==> src/rtl/ntt_bf_sched.sv <==
// Stage scheduler for one pipelined NTT/INTT butterfly: walks every radix-2 stage,
// issues RAM/ROM read addresses one pair per cycle and replays them as in-place writes.
module ntt_bf_sched #(
    parameter int N      = 256,
    parameter int LOGN   = 8,
    parameter int BF_LAT = 14,
    parameter int RD_LAT = 1
) (
    input  logic            clk,
    input  logic            rst,
    input  logic            start,
    input  logic            mode,
    output logic            busy,
    output logic            done,
    output logic            rd_en,
    output logic [LOGN-1:0] rd_addr0,
    output logic [LOGN-1:0] rd_addr1,
    output logic [LOGN-1:0] tw_addr,
    output logic            bf_sel,
    output logic            wr_en,
    output logic [LOGN-1:0] wr_addr0,
    output logic [LOGN-1:0] wr_addr1
);

    localparam int DLAT = RD_LAT + BF_LAT;
    localparam int DCW  = $clog2(DLAT + 1);
    localparam logic [LOGN-1:0] HALF       = LOGN'(N / 2);
    localparam logic [LOGN-1:0] LAST_PAIR  = LOGN'(N / 2 - 1);
    localparam logic [LOGN-1:0] K_LAST     = LOGN'(N - 1);
    localparam logic [DCW-1:0]  DRAIN_LAST = DCW'(DLAT - 1);

    typedef enum logic [1:0] {IDLE, ISSUE, DRAIN, FIN} state_t;

    state_t          state, state_nxt;
    logic            mode_q;
    logic [LOGN-1:0] len, base, off, k, issue_cnt;
    logic [DCW-1:0]  drain_cnt;
    logic            pair_last, group_last, drain_last, stage_last;

    logic [DLAT-1:0] v_pipe;
    logic [LOGN-1:0] a0_pipe [DLAT];
    logic [LOGN-1:0] a1_pipe [DLAT];

    always_comb begin
        pair_last  = (issue_cnt == LAST_PAIR);
        group_last = (off == len - LOGN'(1));
        drain_last = (drain_cnt == DRAIN_LAST);
        stage_last = mode_q ? (len == LOGN'(1)) : (len == HALF);
    end

    always_ff @(posedge clk) begin
        if (rst) state <= IDLE;
        else     state <= state_nxt;
    end

    // start is a bare request with no ready: it is honoured only in IDLE and
    // silently dropped in every other state, including FIN.
    always_comb begin
        state_nxt = state;
        busy      = 1'b0;
        done      = 1'b0;
        rd_en     = 1'b0;
        rd_addr0  = '0;
        rd_addr1  = '0;
        tw_addr   = '0;
        bf_sel    = (state != IDLE) ? mode_q : 1'b0;
        case (state)
            IDLE: begin
                if (start) state_nxt = ISSUE;
            end
            ISSUE: begin
                busy     = 1'b1;
                rd_en    = 1'b1;
                rd_addr0 = base + off;
                rd_addr1 = base + off + len;
                tw_addr  = k;
                if (pair_last) state_nxt = DRAIN;
            end
            DRAIN: begin
                busy = 1'b1;
                if (drain_last) state_nxt = stage_last ? FIN : ISSUE;
            end
            FIN: begin
                done      = 1'b1;
                state_nxt = IDLE;
            end
            default: state_nxt = IDLE;
        endcase
    end

    // k runs continuously across stages, so only the in-stage counters rewind.
    always_ff @(posedge clk) begin
        if (rst) begin
            mode_q    <= 1'b0;
            len       <= '0;
            base      <= '0;
            off       <= '0;
            k         <= '0;
            issue_cnt <= '0;
            drain_cnt <= '0;
        end else begin
            case (state)
                IDLE: begin
                    if (start) begin
                        mode_q    <= mode;
                        len       <= mode ? HALF : LOGN'(1);
                        k         <= mode ? LOGN'(1) : K_LAST;
                        base      <= '0;
                        off       <= '0;
                        issue_cnt <= '0;
                        drain_cnt <= '0;
                    end
                end
                ISSUE: begin
                    issue_cnt <= pair_last ? '0 : issue_cnt + LOGN'(1);
                    if (group_last) begin
                        off  <= '0;
                        base <= pair_last ? '0 : base + (len << 1);
                        k    <= mode_q ? k + LOGN'(1) : k - LOGN'(1);
                    end else begin
                        off <= off + LOGN'(1);
                    end
                end
                DRAIN: begin
                    drain_cnt <= drain_last ? '0 : drain_cnt + DCW'(1);
                    if (drain_last && !stage_last)
                        len <= mode_q ? (len >> 1) : (len << 1);
                end
                default: ;
            endcase
        end
    end

    always_ff @(posedge clk) begin
        if (rst) begin
            v_pipe <= '0;
            for (int i = 0; i < DLAT; i++) begin
                a0_pipe[i] <= '0;
                a1_pipe[i] <= '0;
            end
        end else begin
            v_pipe[0]  <= rd_en;
            a0_pipe[0] <= rd_addr0;
            a1_pipe[0] <= rd_addr1;
            for (int i = 1; i < DLAT; i++) begin
                v_pipe[i]  <= v_pipe[i-1];
                a0_pipe[i] <= a0_pipe[i-1];
                a1_pipe[i] <= a1_pipe[i-1];
            end
        end
    end

    assign wr_en    = v_pipe[DLAT-1];
    assign wr_addr0 = a0_pipe[DLAT-1];
    assign wr_addr1 = a1_pipe[DLAT-1];

endmodule

==> config.mk <==
export PLATFORM = sky130hd
export DESIGN_NAME = ntt_bf_sched
export DESIGN_NICKNAME = d
export VERILOG_FILES = /design/src/rtl/ntt_bf_sched.sv
export SDC_FILE = /design/constraint.sdc
export NUM_CORES = 1
export LEC_CHECK = 0
export CAP_MARGIN = 20
export CORE_MARGIN = 3
export CORE_UTILIZATION = 64
export CTS_CLUSTER_SIZE = 16
export DETAILED_ROUTE_END_ITERATION = 16
export PLACE_DENSITY = 0.84
export SYNTH_ARGS = -nofsm -noshare
export SYNTH_HDL_FRONTEND = slang
export SYNTH_SLANG_ARGS = --single-unit
==> constraint.sdc <==
create_clock -name clk -period 7.56 [get_ports clk]
set_input_delay 1.89 -clock clk [delete_from_list [all_inputs] [get_ports clk]]
set_output_delay 1.89 -clock clk [all_outputs]
set_load 0.005 [all_outputs]
# [Yosys cells after proc, flatten, opt, wreduce, memory -nomap -nowiden]
# Memories as Yosys holds them, arrays and structs flattened.
# Cells that the tools add are included.
# W data, S select, Z words.
[totals] ff_bits=62 latchBits=0 ram_bits=240 rom_bits=0 inputBits=4 wordCells=143 memories=2
[memory_table] name="a0_pipe" words=15 word_bits=8 read_ports=15 rd_ports_with_merged_regs=0 wr=15 line_no="41" text="logic [LOGN-1:0] a0_pipe [DLAT];"
[memory_table] name="a1_pipe" words=15 word_bits=8 read_ports=15 rd_ports_with_merged_regs=0 wr=15 line_no="42" text="logic [LOGN-1:0] a1_pipe [DLAT];"
[classes] n_addsub=9 n_mul=0 div=0 order_cmp=0 eq_ne=13 shifts=0 n_mux=67 n_bitwise=30 reduce_logical=13
[ops] op="$mux W8" n=46
[ops] op="$pmux W8 S2" n=5
[ops] op="$or A1 B1 Y1" n=30
[ops] op="$add A8 B1 Y8 const B" n=3
[ops] op="$add A8 B8 Y8" n=3
[ops] op="$sub A8 B1 Y8 const B" n=2
[ops] op="$ne A2 B2 Y1 const B" n=5
[ops] op="$reduce_and A3 Y1" n=3
[ops] op="$eq A8 B1 Y1 const B" n=1
[ops] op="$eq A8 B7 Y1 const B" n=1
[ops] op="$eq A8 B8 Y1" n=1
[ops] op="$eq A8 B8 Y1 const B" n=1
[ops] op="$mux W1" n=8
[ops] op="$mux W2" n=4
[ops] op="$mux W4" n=2
[ops] op="$pmux W2 S4" n=1
[ops] op="$pmux W4 S2" n=1
[ops] op="$reduce_and A2 Y1" n=3
[ops] op="$reduce_bool A2 Y1" n=3
[ops] op="$add A4 B1 Y4 const B" n=1
[ops] op="$eq A2 B2 Y1 const B" n=2
[ops] op="$eq A4 B4 Y1 const B" n=1
[ops] op="$eq A2 B1 Y1 const B" n=1
[ops] op="$logic_not A2 Y1" n=1
[ops] op="3 further kinds" n=3

# [Depth between registers and ports, before layout]
[depth] depth_word=6 ltp_mapped=12 mapped_depth_nobuf=12

# [Worst setup path before layout]
# OpenSTA, ideal clock, no wires.
[synth_path] path_type="register -> output" startpoint="register off[2]" endpoint="output rd_addr1[7]" arrival_time_ps=2589 required_ps=5670 slack_ps=3081 stages_incl_launch_ff=13 n_path_buf=0 cell_sequence="dfxtp_1 -> ha_1 -> a21o_1 -> a21oi_1 -> o21bai_1 -> a21oi_1 -> xnor2_1 -> ha_1 -> o21a_1 -> nor2_1 -> or3_1 -> a211oi_1 -> nor3_1"
[synth_between] elab_chain_len=3
[synth_lines] element="start, declared" line_no="36" text="logic [LOGN-1:0] len, base, off, k, issue_cnt;"
[synth_lines] element="start signal, assigned" line_no="121" text="off <= off + LOGN'(1);"
[synth_lines] element="$add A8 B8 Y8 (2 in a row)" line_no="75" text="rd_addr1 = base + off + len;"
[synth_lines] element="$mux W8" line_no="67" text="case (state)"
[synth_lines] element="end, declared" line_no="17" text="output logic [LOGN-1:0] rd_addr1,"
# No other way between the ends.

# [Worst setup path after layout]
# Ends and elaborated chain as after synthesis.

==> results_dict.tcl <==
set metrics [dict create \
    grt_busiest_layer "met2" \
    layout-drive-gt1-share_pct 6.11 \
    power_density_mw_per_mm2 301 \
    finalHoldViolations 0 \
    synth_edf_count 0 \
    antenna_found_initial 0 \
    h-tree-depth 1 \
    switchingPower_mw 0.875 \
    grt_pass1_wl_mm 30.7 \
    worst-slew-pin-transition_ns 0.970 \
    final_nets 1070 \
    synth_ff_type "dfxtp_1" \
    dp.cells 1212 \
    postRouteAntennaNets 0 \
    instances_no_fill 1263 \
    die_width_um 134 \
    drv_slew 0 \
    worstPathRequired_ns 5.67 \
    pin_count 49 \
    ys_top_cells_by_area "dfxtp_1 57%, nor2b_1 14%, ha_1 4.3%" \
    fin_skew_ns 0.00975 \
    cts_made_buffers 28 \
    cts_tree "built" \
    path_class "reg2out" \
    first_iter_violations 365 \
    setup-violations-final 0 \
    ys_seq_area_share_pct 57.3 \
    period_minus_slack_ns 6.04 \
    dp_slack_ns 2.06 \
    grt_max_degree 110 \
    clockBufferDepth 3 \
    cts.clk_slew.worst_paths_ns 0.06 \
    synth_top_area_share_pct 57.3 \
    clockPowerShare_pct 42.9 \
    synth-async-reset-ratio_pct 0 \
    use_met2_pct 36.5 \
    clk_latency_ns 0.54 \
    drcViolationCount 0 \
    die_h_um 134 \
    fmax_mhz 166 \
    status "complete, no violations" \
    antenna_cells 0 \
    dieArea_sq_mm 0.0180 \
    io_buffers 48 \
    fillCellCount 1123 \
    rows 46 \
    post-cts-setup-buffer-count 0 \
    grt_util_all_layers_pct 20.6 \
    synth.distinct_cells 57 \
    hold_class "reg2reg" \
    relSlewSlack_pct 35.3 \
    hold_ws_ns 0.433 \
    clock-sinks 301 \
    ir_drop_mv 0.211 \
    timing.final.crit_share_pct 79.9 \
    initial_core_util_pct 65.8 \
    cap_violations 0 \
    drtPass1Iterations 5 \
    use_met1_pct 26.2 \
    ctsResizeCount 0 \
    worstPathArrival_ns 4.15 \
    dp_hpwl_mm 11.4 \
    overflow 0 \
    worst_slack_ns 1.52 \
    cp-start-kind "flop" \
    synth.most_common_cell "dfxtp_1" \
    end_kind "output pin" \
    first_global_vias 6380 \
    combPwrFrac_pct 11.8 \
    syn-num-nets 1053 \
    core-area_sq_mm 0.0160 \
    syn_inst 1010 \
    synthToLayoutAreaGrowth_pct 14.6 \
    crit_fanout 6 \
    setup_tns_ns 0 \
    p_seq_share_pct 45.3 \
    vias 6554 \
    syn_area_sq_mm 0.0105 \
    yosys_warnings 0 \
    root_buffer "clkbuf_16" \
    rsz0062_at_grt "false" \
    place.gp.congestion 0.903 \
    yosysTopAreaCell "dfxtp_1" \
    met3_usage_pct 3.11 \
    switching_share_pct 24.1 \
    p_int_mw 2.75 \
    holdBufCountCts 0 \
    vias_per_cell 5.19 \
    ys_ff_latch 301 \
    leakage_nw 4.84 \
    synth_area_per_cell_sq_um 10.4 \
    synth_common_cells "301 x dfxtp_1, 241 x nor2b_1, 48 x a21oi_1" \
    wl_mm 18.4 \
    wire_per_inst_um 14.6 \
]
layout by cell type (no fill, tap or decap), types with 16 or more instances in the layout:
cell,synthesis,routed
dfxtp_1,301,301
a21oi_1,48,48
xnor2_1,16,16
ha_1,36,36
nand3_1,18,18
nand2_1,30,30
nor2_1,36,36
o21ai_0,27,25
and2_1,24,24
clkbuf_16,0,28
xor2_1,16,16
nor2b_1,241,241
inv_1,24,24
nor3_1,20,20
clkdlybuf4s50_1,0,47
registers in the layout (all words and copies together), names as in the netlist, 4 cells and up:
register,flops
base,7
k,8
off,8
v_pipe,15
len,8
issue_cnt,8
a1_pipe,120
a0_pipe,120
drain_cnt,4
cell families (layout without fill, tap and decap cells):
kind of cell / Yosys count / after routing / synth area share [%]
multiplexers: 5 / 5 / 0.523
buffers and inverters: 91 / 128 / 3.96
AND/OR/NAND/NOR: 414 / 414 / 22.9
AO/OA/AOI/OAI: 127 / 127 / 7.63
adder cells (fa/ha/maj): 39 / 39 / 4.85
XOR/XNOR: 33 / 33 / 2.89
flip-flops: 301 / 301 / 57.3
power by group through the flow:
stage	clock network [mW]	registers [mW]	logic (mW)
final	1.56	1.65	0.427
after global routing	1.65	1.65	0.478
after CTS	1.59	1.64	0.418
after detailed placement	0	1.68	0.414
after global placement	0	1.68	0.408
after floorplan	0	1.67	0.306
area by class of cell:
type / instances / area (sq um) / share of cell area, %
flip-flops and latches: 301 / 6030 / 50.0
multi-input cells: 618 / 4080 / 33.9
clock buffers: 40 / 806 / 6.68
repair buffers: 54 / 533 / 4.42
well taps: 216 / 270 / 2.24
clock inverters: 10 / 253 / 2.10
inverters: 24 / 90.1 / 0.747
layer usage:
metal	routed length (um)	vias up
met2	8990	132
met4	449	0
met5	0	-
met3	729	34
met1	8250	3060
li1	-	3328
stage by stage:
step	area (sq um)	util [%]	power, mW
detailed placement	11000	68.7	2.09
floorplan	10500	-	1.97
global placement	11000	68.7	2.09
CTS	12000	75.3	3.65
finish	12100	75.4	3.63
global route	12100	75.4	3.77
path summary, 6_finish.rpt:
check	to	startpoint	slack, ns	cells past startpoint
worst max-delay path	rd_addr1[7]	off[2]	1.52	11
worst min-delay path	a1_pipe[0][41]	a1_pipe[0][33]	0.43	1
worst max register to register	a1_pipe[0][7]	off[2]	4.38	10
worst min register to register	a1_pipe[0][41]	a1_pipe[0][33]	0.43	1
worst max-delay path: stages, from the launching register on:
cell and delay [ns]:
dfxtp_1 0.46, ha_1 0.31, a21o_1 0.19, a21oi_1 0.27, xnor2_1 0.21, ha_1 0.31
o21a_1 0.12, a2111oi_0 0.51, o21ai_0 0.19, o211a_1 0.16, nor3_1 0.29, clkdlybuf4s50_1 0.58
Power figures use the tool's default switching activity.
